`config.mk`:
```
export PLATFORM = sky130hd
export DESIGN_NAME = fetch_sequencer
export DESIGN_NICKNAME = d
export VERILOG_FILES = /design/src/rtl/fetch_sequencer.sv
export SDC_FILE = /design/constraint.sdc
export NUM_CORES = 1
export LEC_CHECK = 0
export BUFFER_PORTS_ARGS = -buffer_cell sky130_fd_sc_hd__buf_4
export CORE_MARGIN = 4
export CORE_UTILIZATION = 50
export CTS_CLUSTER_DIAMETER = 100
export DETAILED_ROUTE_END_ITERATION = 8
export GPL_ROUTABILITY_DRIVEN = 0
export HOLD_SLACK_MARGIN = 0.12
export PLACE_DENSITY = 0.9
export SKIP_LAST_GASP = 1
export SLEW_MARGIN = 0
export SYNTH_ARGS = -nofsm -noshare
export SYNTH_HDL_FRONTEND = slang
export SYNTH_SLANG_ARGS = --single-unit
```
`constraint.sdc`:
```
create_clock -name clk -period 2.3 [get_ports clk]
set_input_delay 0.345 -clock clk [delete_from_list [all_inputs] [get_ports clk]]
set_output_delay 0.345 -clock clk [all_outputs]
set_load 0.01 [all_outputs]
```
`src/rtl/fetch_sequencer.sv`:
```
// ============================================================================
// Module   : fetch_sequencer
// Brief    : Instruction-fetch controller. Drives the async ROM address from
//            the PC, registers the returned word toward decode over a
//            valid/ready handshake, takes branch redirects and halts at the
//            program end. Optional macro FETCH_BRANCH_FOLD_EN folds
//            unconditional branches (opcode 4'b0101) inside the fetcher.
// Revision : 1.0  initial release
// ============================================================================
`default_nettype none

module fetch_sequencer #(
  parameter int DATA_WIDTH = 38,
  parameter int ADDR_WIDTH = 12,
  parameter int PROG_LEN   = 169,
  parameter int CNT_WIDTH  = 16
) (
  input  logic                  clk,
  input  logic                  rst_n,
  input  logic                  start,
  output logic [ADDR_WIDTH-1:0] rom_addr,
  input  logic [DATA_WIDTH-1:0] rom_data,
  output logic [DATA_WIDTH-1:0] instr_out,
  output logic [ADDR_WIDTH-1:0] instr_pc,
  output logic                  instr_valid,
  input  logic                  dec_ready,
  input  logic                  redirect_valid,
  input  logic [ADDR_WIDTH-1:0] redirect_addr,
  output logic                  busy,
  output logic                  halted,
  output logic [CNT_WIDTH-1:0]  deliv_count
);

  localparam logic [ADDR_WIDTH-1:0] c_PROG_END = ADDR_WIDTH'(PROG_LEN);
`ifdef FETCH_BRANCH_FOLD_EN
  localparam logic [3:0]            c_OP_B     = 4'b0101;
`endif

  typedef enum logic [1:0] {
    S_IDLE  = 2'd0,
    S_FETCH = 2'd1,
    S_DRAIN = 2'd2,
    S_HALT  = 2'd3
  } state_t;

  state_t                r_state, w_state_nxt;
  logic [ADDR_WIDTH-1:0] r_pc, w_pc_nxt;
  logic [DATA_WIDTH-1:0] r_instr, w_instr_nxt;
  logic [ADDR_WIDTH-1:0] r_instr_pc, w_instr_pc_nxt;
  logic                  r_valid, w_valid_nxt;
  logic [CNT_WIDTH-1:0]  r_cnt, w_cnt_nxt;

  logic w_hs;
  logic w_slot_free;
  logic w_in_prog;

  assign w_hs        = r_valid && dec_ready;
  assign w_slot_free = !r_valid || dec_ready;
  assign w_in_prog   = (r_pc < c_PROG_END);

  always_ff @(posedge clk or negedge rst_n) begin
    if (!rst_n) begin
      r_state    <= S_IDLE;
      r_pc       <= '0;
      r_instr    <= '0;
      r_instr_pc <= '0;
      r_valid    <= 1'b0;
      r_cnt      <= '0;
    end else begin
      r_state    <= w_state_nxt;
      r_pc       <= w_pc_nxt;
      r_instr    <= w_instr_nxt;
      r_instr_pc <= w_instr_pc_nxt;
      r_valid    <= w_valid_nxt;
      r_cnt      <= w_cnt_nxt;
    end
  end

  always_comb begin
    w_state_nxt    = r_state;
    w_pc_nxt       = r_pc;
    w_instr_nxt    = r_instr;
    w_instr_pc_nxt = r_instr_pc;
    w_valid_nxt    = r_valid;
    w_cnt_nxt      = (w_hs && (r_cnt != '1)) ? r_cnt + 1'b1 : r_cnt;

    case (r_state)
      S_IDLE, S_HALT: begin
        if (start) begin
          w_state_nxt = S_FETCH;
          w_pc_nxt    = '0;
          w_valid_nxt = 1'b0;
          w_cnt_nxt   = '0;
        end
      end
      S_FETCH, S_DRAIN: begin
        // Restart outranks redirect; a redirect still lets a same-cycle
        // handshake be counted, a restart clears the count outright.
        if (start) begin
          w_state_nxt = S_FETCH;
          w_pc_nxt    = '0;
          w_valid_nxt = 1'b0;
          w_cnt_nxt   = '0;
        end else if (redirect_valid) begin
          w_state_nxt = S_FETCH;
          w_pc_nxt    = redirect_addr;
          w_valid_nxt = 1'b0;
        end else if (r_state == S_FETCH) begin
          if (w_in_prog) begin
            if (w_slot_free) begin
`ifdef FETCH_BRANCH_FOLD_EN
              if (rom_data[DATA_WIDTH-1 -: 4] == c_OP_B) begin
                w_pc_nxt    = rom_data[ADDR_WIDTH-1:0];
                w_valid_nxt = r_valid && !w_hs;
              end else begin
                w_instr_nxt    = rom_data;
                w_instr_pc_nxt = r_pc;
                w_valid_nxt    = 1'b1;
                w_pc_nxt       = r_pc + 1'b1;
              end
`else
              w_instr_nxt    = rom_data;
              w_instr_pc_nxt = r_pc;
              w_valid_nxt    = 1'b1;
              w_pc_nxt       = r_pc + 1'b1;
`endif
            end
          end else begin
            if (w_hs) begin
              w_valid_nxt = 1'b0;
            end
            w_state_nxt = S_DRAIN;
          end
        end else begin
          if (w_hs) begin
            w_valid_nxt = 1'b0;
          end
          if (!r_valid) begin
            w_state_nxt = S_HALT;
          end
        end
      end
      default: begin
        w_state_nxt = S_IDLE;
      end
    endcase
  end

  assign rom_addr    = r_pc;
  assign instr_out   = r_instr;
  assign instr_pc    = r_instr_pc;
  assign instr_valid = r_valid;
  assign busy        = (r_state == S_FETCH) || (r_state == S_DRAIN);
  assign halted      = (r_state == S_HALT);
  assign deliv_count = r_cnt;

endmodule

`default_nettype wire

```
==> flow_summary_export.csv <==
group,metric,value,unit
run_status,status,"finished, final reports clean",
synth,synth_cell_types,41,
finish,nNetsFinal,512,
power_and_ir_drop,p_leak,2.638,nW
floorplan,initial_utilization,51.89,%
synth,synth_nets,368,
worst_setup_path,crit_fanout,36,
clock_network,cts_tree,"done",
worst_setup_path,path_depth,8,
timing,finalSetupViolations,0,
timing,skew,0.01230,ns
clock_network,postCtsResizedCells,0,
timing,grt_setup_unrepaired,"false",
clock_network,clk_pin_slew,0.08,ns
grt,grt_pass1_vias,2972,
worst_setup_path,critPathLaunchType,"flop",
worst_setup_path,r2r_cells,8,
timing,setup_tns,0,ns
finish,instances_no_fill,554,
clock_network,cts_root_buffer,"clkbuf_8",
synth,synth_most_common_cell,"dfrtp_1",
worst_setup_path,critPathTopFamily,"flip-flops",
routing,drt-pass1-iter-count,4,
hold_path,hold_path.class,"primary input to flop",
clock_network,cts_buffer_depth,2,
grt,grtUsageTotal,21.24,%
worst_setup_path,cp.buffers_inverters,2,
worst_setup_path,max_stage_delay,0.40,ns
finish,areaGrowthSynthToFinish,36.44,%
worst_setup_path,reg2reg_from,"rom_addr[0]",
synth,ys_ff_latch,81,
routing,drc,0,
grt,overflow,0,
timing,drv_slew,0,
placed_design,io_buffers,135,
timing,layout_min_cycle_time,2.097,ns
synth,yosys-top-cells-area,"dfrtp_1, mux2_4, xor2_1",
power_and_ir_drop,power-per-cell-area,1222,nW/µm²
worst_setup_path,crit_required,2.54,ns
worst_setup_path,endpoint_kind,"flop",
finish,antenna_cells,0,
timing,worst_pin_slew,0.5673,ns
flow_run,maxCapViolCount,0,
worst_setup_path,slowest_stage,"dfrtp_1",
floorplan,fp.dieArea,9023,µm²
timing,fmax,476.9,MHz
floorplan,row_count,31,
routing,via_per_inst,5.316,
worst_setup_path,critical_path_class,"flop to flop",
timing,final_min_period_over_clock_period,91.16,%
worst_setup_path,rr_endpoint,"instr_out[35]",
routing,vias,2945,
routing,drt_iter0_markers,96,
floorplan,coreArea,7292,µm²
finish,drive_gt1_share,45.49,%
synth,syn-instance-count,306,
worst_setup_path,arrival,2.34,ns
floorplan,die_h,94.99,µm
routing,wirelength,9427,µm
worst_setup_path,ff2ff_setup_slack,0.20,ns
clock_network,htree_num_levels,3,
grt,grt_max_degree,45,
clock_network,clock_sinks,81,
synth,yosys-top-cells-count,"dfrtp_1, mux2_4, nand2_1",
synth,yosysTopAreaCellShare,53.57,%
routing,drtAntennaViolNets,0,
synth,yosysSeqAreaShare,53.57,%
synth,synthArstFlopShare,100.0,%
clock_network,worstSkewPairLatency,0.35,ns
synth,post_synth.cell_area_avg,12.36,µm²
worst_setup_path,crit_start,"rom_addr[0]",
worst_setup_path,worstSetupEndpoint,"instr_out[35]",
placed_design,dp.cells,536,
synth,yosys.area.top_type,"dfrtp_1",
finish,utilization,70.80,%
timing,slew_headroom,62.18,%
clock_network,numCtsBuffers,9,
synth,synth_ff_type,"dfrtp_1",
power_and_ir_drop,ir_drop,0.0004752,V
power_and_ir_drop,power,6.308,mW
floorplan,io_pins,136,
synth,synth_warnings,0,
grt,grt_pass1_wl,14720,µm
grt,antenna_found_initial,0,
placed_design,dp_hpwl,7018,µm
routing,wl_per_cell,17.02,µm
floorplan,die_w,94.99,µm
synth,synthesis.area,3784,µm²
worst_setup_path,crit_chain,"inv_1 -> ha_1 -> nor2b_1 -> o21ai_0 -> a31oi_2 -> nand4_4 -> buf_12 -> mux2_2",
synth,synth-edff-count,0,
timing,hold_violations,0,
timing,hold-worst-slack,0.2212,ns
-- worst reg2reg max path, cell delays in order, from the launching register on --
cell and delay (ns):
dfrtp_1 0.40, inv_1 0.10, ha_1 0.19, nor2b_1 0.12
o21ai_0 0.19, a31oi_2 0.19, nand4_4 0.16, buf_12 0.27
mux2_2 0.38
-- power by group --
part / internal [mW] / switching [mW]
Sequential: 1.93 / 0.391
Clock: 0.562 / 0.512
Combinational: 1.64 / 1.27
Total: 4.13 / 2.18
-- worst min path at each step --
stage	start	end	cells after the start
2_1_floorplan	rst_n	deliv_count[0]	0
3_3_place_gp	rst_n	instr_out[23]	1
3_5_place_dp	rst_n	instr_out[21]	1
4_1_cts	rom_data[30]	instr_out[30]	2
5_1_grt	rom_data[18]	instr_out[18]	2
6_report	rom_data[30]	instr_out[30]	2
-- registers in the layout, indices dropped and copies added (netlist names) --
register / flops
instr_out: 38
deliv_count: 16
instr_pc: 12
rom_addr: 12
r_state: 2
instr_valid: 1
-- per-stage QoR --
step           area, µm²  setup WS [ns]
3_5_place_dp        4926        0.08795
6_report            5162         0.2032
5_1_grt             5162        0.03703
4_1_cts             5142        0.09451
3_3_place_gp        4926         0.2002
2_1_floorplan       3784         0.2599
-- logic make-up after synthesis --
| kind of cell | synth area share [%] |
|---|---|
| adder cells (fa/ha/maj) | 2.315 |
| AO/OA/AOI/OAI | 7.871 |
| buffers and inverters | 3.307 |
| XOR/XNOR | 3.009 |
| AND/OR/NAND/NOR | 13.29 |
| flip-flops | 53.57 |
| multiplexers | 16.63 |
-- placed cells by master (no fill, tap or decap), types with 7 or more instances in the layout --
cell type / Yosys / final
mux2_2: 7 / 7
a21oi_1: 7 / 7
and3_1: 8 / 8
buf_4: 0 / 142
mux2_4: 36 / 36
nand2_1: 22 / 22
dfrtp_1: 81 / 81
clkbuf_8: 0 / 11
nor2_1: 18 / 18
o21ai_0: 17 / 17
xor2_1: 12 / 12
ha_1: 7 / 7
inv_1: 10 / 10
nand3_1: 13 / 13
nand4_1: 9 / 9
-- layer usage --
metal	global-route usage, %	vias up	wire length (µm)
met5	0	-	0
met4	9.255	0	211
met3	5.896	18	850
met2	33.47	135	4340
met1	27.43	1409	4024
li1	-	1383	-
-- final cells by class --
class / count / area, µm²
fillers: 526 / 2130
clock buffers: 12 / 155.1
clock inverters: 4 / 51.30
inverters: 10 / 37.54
well taps: 99 / 123.9
flip-flops and latches: 81 / 2027
repair buffers: 146 / 1136
multi-input cells: 202 / 1632
-- repair_timing --
action,in CTS,in global routing
endpoints found under the setup margin,0,13
endpoints found under the hold margin,43,0
setup buffers,0,1
hold buffers,1,0
(Power assumes the default switching activity.)
